[config.mk]
export PLATFORM = sky130hd
export DESIGN_NAME = lab4_misr
export DESIGN_NICKNAME = d
export VERILOG_FILES = /design/src/rtl/lab4_pkg.sv /design/src/rtl/lab4_misr.sv
export SDC_FILE = /design/constraint.sdc
export NUM_CORES = 1
export LEC_CHECK = 0
export BUFFER_PORTS_ARGS = -buffer_cell sky130_fd_sc_hd__buf_4
export CORE_AREA = 5 5 42 44
export CTS_BUF_LIST = sky130_fd_sc_hd__clkbuf_2
export DETAILED_ROUTE_END_ITERATION = 10
export DIE_AREA = 0 0 47 49
export PLACE_DENSITY = 0.77
export SYNTH_ARGS = -nofsm -noshare
export SYNTH_HDL_FRONTEND = slang
export SYNTH_SLANG_ARGS = --single-unit
export TNS_END_PERCENT = 20
[constraint.sdc]
create_clock -name clk -period 0.9 [get_ports clk]
set_input_delay 0.09 -clock clk [delete_from_list [all_inputs] [get_ports clk]]
set_output_delay 0.09 -clock clk [all_outputs]
set_load 0.01 [all_outputs]
[src/rtl/lab4_pkg.sv]
// ============================================================================
// Module      : lab4_pkg
// Description : Shared constants and state encoding for the Lab4 sweep checker.
// Revision    : 1.0 - initial release
// ============================================================================
`default_nettype none

package lab4_pkg;

    localparam int N_IN  = 7;
    localparam int N_VEC = 128;

    localparam logic [15:0] MISR_POLY = 16'h1021;

    typedef enum logic [1:0] {
        IDLE  = 2'd0,
        SWEEP = 2'd1,
        DRAIN = 2'd2,
        DONE  = 2'd3
    } state_t;

endpackage

`default_nettype wire

[src/rtl/lab4_misr.sv]
// ============================================================================
// Module      : lab4_misr
// Description : 16-bit serial-input response signature register (poly 0x1021).
//               Instantiated by lab4_sweep_checker only when LAB4_MISR_EN is defined.
// Revision    : 1.0 - initial release
// ============================================================================
`default_nettype none

module lab4_misr
    import lab4_pkg::*;
(
    input  logic        clk,
    input  logic        reset,
    input  logic        clr,
    input  logic        en,
    input  logic        din,
    output logic [15:0] sig
);

    logic [15:0] r_sig;

    always_ff @(posedge clk) begin
        if (reset || clr) begin
            r_sig <= '0;
        end else if (en) begin
            r_sig <= {r_sig[14:0], 1'b0} ^ (r_sig[15] ? MISR_POLY : 16'h0000) ^ {15'b0, din};
        end
    end

    assign sig = r_sig;

endmodule

`default_nettype wire

==> metrics.md <==
| Metric | Value |
|---|---|
| First-pass GRT wire length | `1876 um` |
| Cell variety after synth | `8` |
| RR Endpoint | `sig[5]` |
| Wire length per cell | `between 10 and 15 um` |
| Initial DRC Count | `0` |
| Gr usage total | `10.99%` |
| Worst reg2reg path depth | `2` |
| Worst EP arrival | `0.79 ns` |
| Max Cap Viol | `0` |
| Delay-heaviest family, CP | `flip-flops` |
| Pre-antenna DRT Iters | `1` |
| Final Max Slew Viols | `0` |
| Largest family of logic cells by synthesized area | `multiplexers` |
| Number of synthesis warnings | `0` |
| Total clock buffers created by CTS | `3` |
| Adder-Cell Fraction of Synth Area | `0%` |
| Final Wtd Congestion | `~0.67` |
| Placed inst area | `755.7 um2` |
| Hold Crit Depth | `3` |
| Clock slew at reported path FFs | `between 0.1 and 0.15 ns` |
| Hold_ws | `0.08607 ns` |
| CTS tree | `done` |
| Critical path's largest stage delay | `around 0.4 ns` |
| Worst path buffer plus inverter count | `1` |
| Post-route ant nets | `0` |
| GRT overflow | `0` |
| # fillers | `137` |
| Register area share after synthesis | `52.03%` |
| Switching share of total power | `22.61%` |
| RSZ-0062 raised after global routing | `true` |
| Syn Nets | `61` |
| Crit share post-route | `between 90% and 100%` |
| Fin Clk Skew | `0.002971 ns` |
| Startpoint Class | `register` |
| Layout area overhead | `34.35%` |
| Via count | `460` |
| Initial core utilization | `43.93%` |
| Initial antenna violation count | `0` |
| PwrDens | `about 1300 nW/um2` |
| Compound-cell area share of the yosys netlist | `roughly 3.7%` |
| Clock tree root buffer cell | `clkbuf_2` |
| Stages on worst setup path | `1` |
| Multiplexer area fraction after synthesis | `between 20% and 30%` |
| Ports | `21` |
| Final Util | `between 50% and 60%` |
| FMAX | `1.138 GHz` |
| DP HPWL | `801.5 um` |
| Final Hold Viols | `0` |
| Count of clock tree sinks | `16` |
| Worst-case clock buffer depth | `2` |
| VDD IR max | `0.6958 mV` |
| Post-CTS Hold Buffers | `0` |
| Post-Synth Simple-Gate Area | `11.59%` |
| Clock share of power | `27.2%` |
| Fraction of layout instances using a drive strength above 1 | `55.70%` |
| Routed WL | `1133 um` |
| DR vias/cell | `4.842` |
| Sequential power share | `between 60% and 70%` |
| Post-Place Worst Slack | `0.02310 ns` |
| Critical Path RT | `around 0.81 ns` |
| Synth Instances | `56` |
| Worst relative slew slack | `81.98%` |
| Cell Rows | `14` |
| Die W | `roughly 47 um` |
| # H-tree levels | `1` |
| Number of port buffers | `20` |
| DRC viols | `0` |
| P_leak | `about 0.37 nW` |
| Crit path capture type | `output pin` |
| Max Fanout on Critical Path | `5` |
| Largest net degree at the start of global routing | `20` |
| Antenna diodes | `0` |
| Later-pin clock latency in the skew report | `between 0.2 and 0.3 ns` |
| Crit path time final | `~0.9 ns` |
| Max reg flops | `16` |
| Min-delay src | `din` |
| Core Area | `about 1400 um2` |
| Final Setup Violations | `0` |
| Critical Setup Path Class | `register to output pin` |
| Worst Hold Path EP | `sig[0]` |
| Final Worst Setup Slack | `around 0.021 ns` |
| R2R Path Start | `sig[15]` |
| P_sw | `about 250 uW` |
| Slew @ Worst Pin | `~0.27 ns` |
| Die Footprint | `2303 um2` |
| Vias in the first global route | `434` |
| Die H | `49 um` |
| Post-synthesis xor/xnor area fraction | `under 10%` |
| Status | `finished, final reports clean` |
| Nets | `85` |
| Number of synthesized register bits | `16` |
| Slowest library cell on the worst path | `dfxtp_4` |
| Hold Crit Class | `primary input to register` |
| Sequence of cells on the critical path | `buf_6` |
| Logic pwr share | `7.8%` |
| Average size of a mapped cell | `~11 um2` |
| Cell area after synthesis | `615.6 um2` |
| Reg-to-reg slack, setup | `0.06 ns` |
| Internal power | `roughly 850 uW` |
| Fin area | `827.0 um2` |
final cells by class:
| type | count | area, um2 | area share, % |
|---|---|---|---|
| timing repair buffer | 23 | 195.2 | 23.60 |
| clock buffer | 3 | 15.01 | 1.815 |
| tap | 16 | 20.02 | 2.421 |
| clock inverter | 1 | 3.754 | 0.4539 |
| multi-input combinational | 36 | 250.2 | 30.26 |
| sequential | 16 | 342.8 | 41.45 |
through the flow:
step	TNS, ns	total power [mW]	std cells
CTS	-0.001702	1.118	94
detailed placement	0	0.8191	90
global placement	0	0.8177	90
floorplan	0	0.8015	56
global route	-0.03592	1.158	95
finish	0	1.101	95
cell families after synthesis:
| group | after synthesis |
|---|---|
| buffers and inverters | 4 |
| muxes | 13 |
| and+or+nand+nor | 17 |
| AOI/OAI and AO/OA | 3 |
| xor gates and xnor gates | 3 |
| DFF | 16 |
synthesized netlist by cell type:
library cell / n / share of area, %
xnor2_1: 3 / 4.3
nor2_2: 2 / 2.0
mux2i_1: 13 / 21
nor2_1: 14 / 8.5
dfxtp_1: 16 / 52
buf_6: 4 / 7.3
or2_1: 1 / 1.0
a211oi_1: 3 / 3.7
worst min-delay path: stages:
cell	delay, ns
buf_4	0.08
xnor2_1	0.10
a211oi_1	0.06
power by group through the flow:
stage	Sequential, mW	Clock (mW)	Combinational, mW
2_1_floorplan	0.737	0	0.0647
3_3_place_gp	0.735	0	0.0832
3_5_place_dp	0.735	0	0.0844
4_1_cts	0.716	0.317	0.0847
5_1_grt	0.718	0.347	0.0939
6_report	0.717	0.299	0.0856
placed cells by master (no fill, tap or decap), drive strengths merged:
cell type / n
dfxtp: 16
or2: 1
buf: 23
a211oi: 3
clkbuf: 3
clkinv: 1
mux2i: 13
nor2: 16
xnor2: 3
worst max path at each step:
stage               startpoint  endpoint
global placement           clr    sig[7]
finish                 sig[15]   sig[15]
detailed placement         clr    sig[8]
CTS                    sig[15]   sig[15]
global route           sig[15]   sig[15]
floorplan              sig[15]    sig[0]
layer usage:
metal | part of all wire, % | global-route usage (%) | up-vias
met5 | 0 | 0 | -
met4 | 1.1 | 5.530 | 0
met3 | 5.0 | 3.321 | 2
met2 | 48 | 15.16 | 11
met1 | 46 | 15.06 | 217
li1 | - | - | 230
repair_timing:
| action | in CTS | in global routing |
|---|---|---|
| gates resized for setup | 9 | 14 |
| buffers inserted | 0 | 1 |
| setup endpoints to repair | 8 | 12 |
| cloned | 0 | 0 |
Power figures use the tool's default switching activity.
